`src/rtl/adder_pkg.sv`:
```
// adder_pkg: shared types and elaboration-time helpers for pipelined_adder.
// The pipeline keeps its per-stage datapath in one flat vector. Each stage k
// holds a word of stage_dw(k) bits laid out as {b_hi, a_hi, sum_lo}:
//   sum_lo - result bits already produced, [0 +: (k+1)*SEG_W]
//   a_hi   - operand A bits still to be added, at their native bit positions
//   b_hi   - operand B bits still to be added, packed above bit WIDTH
// The word shrinks by SEG_W each stage, so every stored bit is consumed
// downstream. stage_off(k) is where stage k's word starts in the flat vector.
package adder_pkg;

    // Per-stage control travelling beside the data word.
    typedef struct packed {
        logic valid;
        logic carry;
    } stage_t;

    function automatic int seg_width(input int width, input int stages);
        return width / stages;
    endfunction

    function automatic bit params_ok(input int width, input int stages);
        return (stages >= 1) && (stages <= width) && ((width % stages) == 0);
    endfunction

    // Width of the data word registered by stage k. k = -1 gives the raw
    // {b, a} operand word presented to stage 0.
    function automatic int stage_dw(input int width, input int seg_w, input int k);
        return 2 * width - (k + 1) * seg_w;
    endfunction

    // Offset of stage k's word in the flat pipeline vector; stage_off(STAGES)
    // is the total vector width.
    function automatic int stage_off(input int width, input int seg_w, input int k);
        return 2 * width * k - (seg_w * k * (k + 1)) / 2;
    endfunction

endpackage

// Elaboration guard: WIDTH must split evenly into STAGES segments.
`define ADDER_PARAM_CHECK(W, S) \
    if (!adder_pkg::params_ok(W, S)) begin : g_bad_params \
        $error("pipelined_adder: WIDTH must be a multiple of STAGES and 1 <= STAGES <= WIDTH"); \
    end

```
`src/rtl/adder_segment.sv`:
```
// adder_segment: SEG_W-bit combinational ripple-carry adder, one carry-chain
// segment of pipelined_adder.
module adder_segment #(
    parameter int SEG_W = 8
) (
    input  logic [SEG_W-1:0] a_seg,
    input  logic [SEG_W-1:0] b_seg,
    input  logic             c_in,
    output logic [SEG_W-1:0] s_seg,
    output logic             c_out
);

    logic [SEG_W:0] carry;

    // Ripple the carry bit by bit through the segment.
    always_comb begin
        carry    = '0;
        s_seg    = '0;
        carry[0] = c_in;
        for (int i = 0; i < SEG_W; i++) begin
            s_seg[i]   = a_seg[i] ^ b_seg[i] ^ carry[i];
            carry[i+1] = (a_seg[i] & b_seg[i]) | (carry[i] & (a_seg[i] ^ b_seg[i]));
        end
    end

    assign c_out = carry[SEG_W];

endmodule

```
`src/rtl/pipelined_adder.sv`:
```
// pipelined_adder: WIDTH-bit a + b + cin with the carry chain cut into STAGES
// registered segments, valid/ready on both sides with full backpressure.
// Optional feature macro: ADDER_SUB_EN adds the 'sub' port (1 = a - b).
// Without it the block is add-only and behaves as if sub were tied to 0.
module pipelined_adder
    import adder_pkg::*;
#(
    parameter int WIDTH  = 32,
    parameter int STAGES = 4
) (
    input  logic             clk,
    input  logic             rst,
    input  logic             in_valid,
    output logic             in_ready,
    input  logic [WIDTH-1:0] a,
    input  logic [WIDTH-1:0] b,
    input  logic             cin,
`ifdef ADDER_SUB_EN
    input  logic             sub,
`endif
    output logic             out_valid,
    input  logic             out_ready,
    output logic [WIDTH-1:0] sum,
    output logic             cout
);

    localparam int SEG_W   = seg_width(WIDTH, STAGES);
    localparam int TOT_W   = stage_off(WIDTH, SEG_W, STAGES);
    localparam int OUT_OFF = stage_off(WIDTH, SEG_W, STAGES - 1);

    `ADDER_PARAM_CHECK(WIDTH, STAGES)

    logic                  adv;
    logic [WIDTH-1:0]      b_eff;
    logic                  cin_eff;
    wire  [TOT_W-1:0]      pipe_d;
    logic [TOT_W-1:0]      pipe_q;
    wire  stage_t [STAGES-1:0] ctrl_d;
    stage_t [STAGES-1:0]   ctrl_q;

    // Subtraction is folded into the operands before they enter the skew
    // registers: a - b = a + ~b + 1, so sub never needs to travel separately.
`ifdef ADDER_SUB_EN
    assign b_eff   = sub ? ~b : b;
    assign cin_eff = sub ? 1'b1 : cin;
`else
    assign b_eff   = b;
    assign cin_eff = cin;
`endif

    // The whole pipeline moves together; a stalled output freezes every stage.
    assign adv      = ~ctrl_q[STAGES-1].valid | out_ready;
    assign in_ready = adv;

    for (genvar k = 0; k < STAGES; k++) begin : g_stage
        localparam int DWP = stage_dw(WIDTH, SEG_W, k - 1);
        localparam int DWN = stage_dw(WIDTH, SEG_W, k);
        localparam int LO  = k * SEG_W;
        localparam int OFF = stage_off(WIDTH, SEG_W, k);

        logic [DWP-1:0]   prev;
        logic             prev_valid;
        logic             prev_carry;
        logic [SEG_W-1:0] s_seg;
        logic             c_out;
        logic [WIDTH-1:0] low_nxt;

        if (k == 0) begin : g_first
            assign prev       = {b_eff, a};
            assign prev_valid = in_valid;
            assign prev_carry = cin_eff;
        end else begin : g_next
            assign prev       = pipe_q[stage_off(WIDTH, SEG_W, k - 1) +: DWP];
            assign prev_valid = ctrl_q[k-1].valid;
            assign prev_carry = ctrl_q[k-1].carry;
        end

        // Lowest remaining A segment sits at its native position; the lowest
        // remaining B segment is always the first slice above bit WIDTH.
        adder_segment #(
            .SEG_W (SEG_W)
        ) u_seg (
            .a_seg (prev[LO +: SEG_W]),
            .b_seg (prev[WIDTH +: SEG_W]),
            .c_in  (prev_carry),
            .s_seg (s_seg),
            .c_out (c_out)
        );

        // Replace the consumed A segment with its sum segment in place.
        always_comb begin
            low_nxt            = prev[WIDTH-1:0];
            low_nxt[LO +: SEG_W] = s_seg;
        end

        if (k < STAGES - 1) begin : g_skew
            assign pipe_d[OFF +: DWN] = {prev[DWP-1:WIDTH+SEG_W], low_nxt};
        end else begin : g_last
            assign pipe_d[OFF +: DWN] = low_nxt;
        end

        assign ctrl_d[k] = '{valid: prev_valid, carry: c_out};
    end

    // Stage registers: cleared by reset, loaded only when the pipeline advances.
    always_ff @(posedge clk or posedge rst) begin
        if (rst) begin
            pipe_q <= '0;
            ctrl_q <= '0;
        end else if (adv) begin
            pipe_q <= pipe_d;
            ctrl_q <= ctrl_d;
        end
    end

    assign sum       = pipe_q[OUT_OFF +: WIDTH];
    assign cout      = ctrl_q[STAGES-1].carry;
    assign out_valid = ctrl_q[STAGES-1].valid;

endmodule

```
`config.mk`:
```
export PLATFORM = sky130hd
export DESIGN_NAME = pipelined_adder
export DESIGN_NICKNAME = d
export VERILOG_FILES = /design/src/rtl/adder_pkg.sv /design/src/rtl/adder_segment.sv /design/src/rtl/pipelined_adder.sv
export SDC_FILE = /design/constraint.sdc
export NUM_CORES = 1
export LEC_CHECK = 0
export ABC_AREA = 1
export CAP_MARGIN = 20
export CORE_UTILIZATION = 60
export DETAILED_ROUTE_END_ITERATION = 12
export PLACE_DENSITY = 0.85
export SYNTH_ARGS = -nofsm -noshare
export SYNTH_HDL_FRONTEND = slang
export SYNTH_HIERARCHICAL = 1
export SYNTH_SLANG_ARGS = --single-unit
```
`constraint.sdc`:
```
create_clock -name clk -period 16.3 [get_ports clk]
set_input_delay 4.89 -clock clk [delete_from_list [all_inputs] [get_ports clk]]
set_output_delay 4.89 -clock clk [all_outputs]
set_load 0.05 [all_outputs]
```
# Word-level counts from Yosys, hierarchy flattened
# Cells that the tools add are included.
# W data, S select, Z words.
[totals] latch_bits=0 out_inout_bits=35 rom_bits=0 elab_cells=171 ramBits=0 ff_bits=184 input_bits=69 n_memories=0
[op_classes] bitwise_logic=162 n_shift=0 multipliers=0 muxes=0 reduce_logical=0 n_eq_ne=0 n_lt_le_gt_ge=0 n_addsub=0 div=0
[ops] cell="$and A1 B1 Y1" n=64
[ops] cell="$xor A1 B1 Y1" n=64
[ops] cell="$or A1 B1 Y1" n=33
[ops] cell="$not A1 Y1" n=1

# Logic depth before layout (Yosys ltp)
[depth] word_depth=17 mapped_depth=14 ltp_nobuf=14

# Cells and area by module
# Netlist, hierarchy kept.
[modules_own_cells] module="pipelined_adder" area_per_inst_um2=7459.7 instances=1 cells_per_inst=830 seq_area_each_um2=4604.4
[modules_own_cells] module="adder_segment" area_per_inst_um2=197.7 instances=4 cells_per_inst=18 seq_area_each_um2=0.0

# Worst setup path before layout
# Ideal clock, no wire load.
[synth_timing] path_kind="input port to output port" startpoint="in out_ready" endpoint="out in_ready" path_slack_ns=5.740 arrival_ns=5.670 cell_stages=3 n_path_buf=1 required_ns=11.410 cell_sequence="inv_1 nand2_1 clkbuf_1"
[synth_via] elab_chain_cells=1
[synth_lines] item="from (decl)" line_no="pipelined_adder.sv:22" source="input logic out_ready,"
[synth_lines] item="$or A1 B1 Y1" line_no="pipelined_adder.sv:52" source="assign adv = ~ctrl_q[STAGES-1].valid | out_ready;"
[synth_lines] item="to (decl)" line_no="pipelined_adder.sv:14" source="output logic in_ready,"
# No other way between the ends.

# Worst setup path after layout
# Ends and elaborated chain as after synthesis.

==> insert_results.sql <==
INSERT INTO impl_metrics (metric_group, metric, value, unit) VALUES
('floorplanning', 'fp-row-count', '42', ''),
('job', 'maxCapViolations', '0', ''),
('power', 'ir_drop', '0.09572', 'mV'),
('finish', 'layout-area-overhead-vs-synth', '16.92', '%'),
('placed_design', 'dp_slack', '4.190', 'ns'),
('floorplanning', 'initial_utilization', '61.81', '%'),
('yosys', 'synth_compound_gate_area_share', '0', '%'),
('clock_tree', 'post_cts_hold_buffer_count', '0', ''),
('clock_tree', 'clock_tree_from_tritoncts', 'built', ''),
('yosys', 'mapped_nets', '1003', ''),
('yosys', 'main_combinational_cell_family_by_area_after_synthesis', 'simple AND/OR/NAND/NOR gates', ''),
('yosys', 'synthDistinctLibCells', '8', ''),
('worst_hold_path', 'holdCritPathClass', 'flop to flop', ''),
('finish', 'layout.cell_area.non_filler', '9647', 'µm²'),
('timing', 'relSlewSlack', '27.77', '%'),
('yosys', 'most_used_dff_post_synth', 'dfrtp_1', ''),
('outcome', 'outcome', 'completed', ''),
('yosys', 'post_synth_instance_area', '8250', 'µm²'),
('grt', 'first_pass_grt_wire_length', '26980', 'µm'),
('timing', 'finalCritPeriodShare', '74.40', '%'),
('placed_design', 'globalplace.congestion', '0.7508', ''),
('timing', 'setup_viol_count_final', '0', ''),
('clock_tree', 'number_of_buffers_on_the_longest_clock_path', '2', ''),
('finish', 'layout.core_utilization', '72.27', '%'),
('yosys', 'synth-adder-area-share', '7.765', '%'),
('placed_design', 'dpl-instance-area', '9009', 'µm²'),
('clock_tree', 'postCtsSetupRepairBufs', '0', ''),
('yosys', 'yosys.area.top_type_share', '55.81', '%'),
('timing', 'holdWs', '0.4646', 'ns'),
('yosys', 'synth_top_cells_by_area', 'dfrtp_1 56%, nand2_1 17%, nand3_1 11%', ''),
('power', 'design_power_total', '1.968', 'mW'),
('yosys', 'synth_sequential_area_ratio', '55.81', '%'),
('clock_tree', 'clock-root-buffer', 'clkbuf_16', ''),
('yosys', 'library_cell_with_the_largest_summed_area_after_synthesis', 'dfrtp_1', ''),
('timing', 'fmax_achieved', '0.08246', 'GHz'),
('drt', 'route.detailed.vias_per_inst', '5.280', ''),
('critical_path', 'timing.critical_path.arrival', '7.24', 'ns'),
('floorplanning', 'floorplan.die.height', '119.3', 'µm'),
('critical_path', 'worst-path-max-fanout', '82', ''),
('power', 'p_leak', '4.985', 'nW'),
('clock_tree', 'insertion_delay_of_the_later_clocked_pin_in_the_worst_skew_pair', '0.43', 'ns'),
('yosys', 'ys_warn_count', '6', ''),
('yosys', 'syn_inst', '902', ''),
('timing', 'min_period', '12.13', 'ns'),
('timing', 'worst-slew-pin-transition', '1.083', 'ns'),
('grt', 'grt_overflow_total', '0', ''),
('clock_tree', 'cts_inserted_buffers', '17', ''),
('drt', 'per_cell_routed_wire_length', '14.26', 'µm'),
('yosys', 'avgSynthCellArea', '9.147', 'µm²'),
('clock_tree', 'clock_sinks', '184', ''),
('timing', 'clock_skew', '0.005652', 'ns'),
('timing', 'setup_slack', '4.172', 'ns'),
('critical_path', 'required', '11.41', 'ns'),
('yosys', 'synth_simple_gate_area_share', '27.84', '%'),
('finish', 'antenna_cells_inserted', '0', ''),
('finish', 'final_layout_size_suffix_gt1_share', '3.895', '%'),
('floorplanning', 'die_w', '119.3', 'µm'),
('yosys', 'synth_xor_xnor_area_share', '0', '%'),
('grt', 'largest_net_degree_at_the_start_of_global_routing', '115', ''),
('timing', 'setup_tns', '0', 'ns'),
('timing', 'finalMaxSlewViolations', '0', ''),
('floorplanning', 'io-pin-count', '104', ''),
('placed_design', 'placed_cells_incl_taps', '1093', ''),
('placed_design', 'placement.io_buffers', '103', ''),
('finish', 'final_cell_count_no_fill', '1126', ''),
('finish', 'fillCellCount', '972', ''),
('timing', 'hold_viol_final', '0', ''),
('critical_path', 'startpoint_type', 'input pin', ''),
('floorplanning', 'coreArea', '13350', 'µm²'),
('floorplanning', 'design.die.area', '14220', 'µm²'),
('grt', 'global_route.usage.total', '24.27', '%');
registers in the layout, summed over array words and instances, names as in the netlist:
register and count:
cout 1, g_stage.prev_carry 3, out_valid 1, g_stage.prev_valid 3, pipe_q 176
final cells by class:
type | instances | area, µm² | share of cell area [%]
flip-flops and latches | 184 | 4608 | 47.77
multi-input cells | 583 | 2945 | 30.53
repair buffers | 108 | 1089 | 11.28
clock buffers | 25 | 495.5 | 5.136
well taps | 176 | 220.2 | 2.283
inverters | 43 | 173.9 | 1.803
clock inverters | 7 | 115.1 | 1.193
metal layers:
metal  share of wire [%]  up-vias  wire, µm  track usage [%]
met5                   0        -         0                0
met4                 1.4        0       225            8.307
met3                 5.7       18       919            4.502
met2                  47      203      7579            35.07
met1                  46     2862      7333            37.12
li1                    -     2862         -                -
where the power goes:
| group | leakage [nW] | switching [mW] | internal, mW |
|---|---|---|---|
| Combinational | 2.46 | 0.480 | 0.265 |
| Clock | 0.293 | 0.161 | 0.257 |
| Sequential | 2.23 | 0.149 | 0.655 |
| Total | 4.98 | 0.791 | 1.18 |
layout by cell type, fill, tap and decap left out, types with 2 or more instances in the layout:
master	instances
nand2_1	367
nand3_1	183
dfrtp_1	183
clkdlybuf4s50_1	103
inv_1	41
fa_1	32
clkbuf_16	17
clkbuf_8	4
clkbuf_1	4
buf_4	4
bufinv_16	3
clkinv_2	2
clkinvlp_4	2
worst paths after layout:
path | startpoint | to | slack, ns | cells after the start
max in group asynchronous | rst | pipe_q[150]$_DFFE_PP0P_ | 10.18 | 4
min in group asynchronous | rst | pipe_q[164]$_DFFE_PP0P_ | 4.96 | 2
setup / recovery | out_ready | in_ready | 4.17 | 4
hold / removal | pipe_q[102]$_DFFE_PP0P_ | pipe_q[142]$_DFFE_PP0P_ | 0.46 | 2
setup reg to reg | pipe_q[72]$_DFFE_PP0P_ | pipe_q[127]$_DFFE_PP0P_ | 12.30 | 14
hold reg to reg | pipe_q[102]$_DFFE_PP0P_ | pipe_q[142]$_DFFE_PP0P_ | 0.46 | 2
cell families (layout without fill, tap and decap cells):
kind of cell               after synthesis  in the layout
buffers and inverters                  135            183
adders and majority gates               32             32
DFF                                    184            184
and+or+nand+nor                        551            551
worst max-delay path: stages:
cell	delay, ns
clkdlybuf4s50_1	0.46
inv_6	0.40
nand2_4	0.57
clkdlybuf4s50_1	0.88
(Power assumes the default switching activity.)
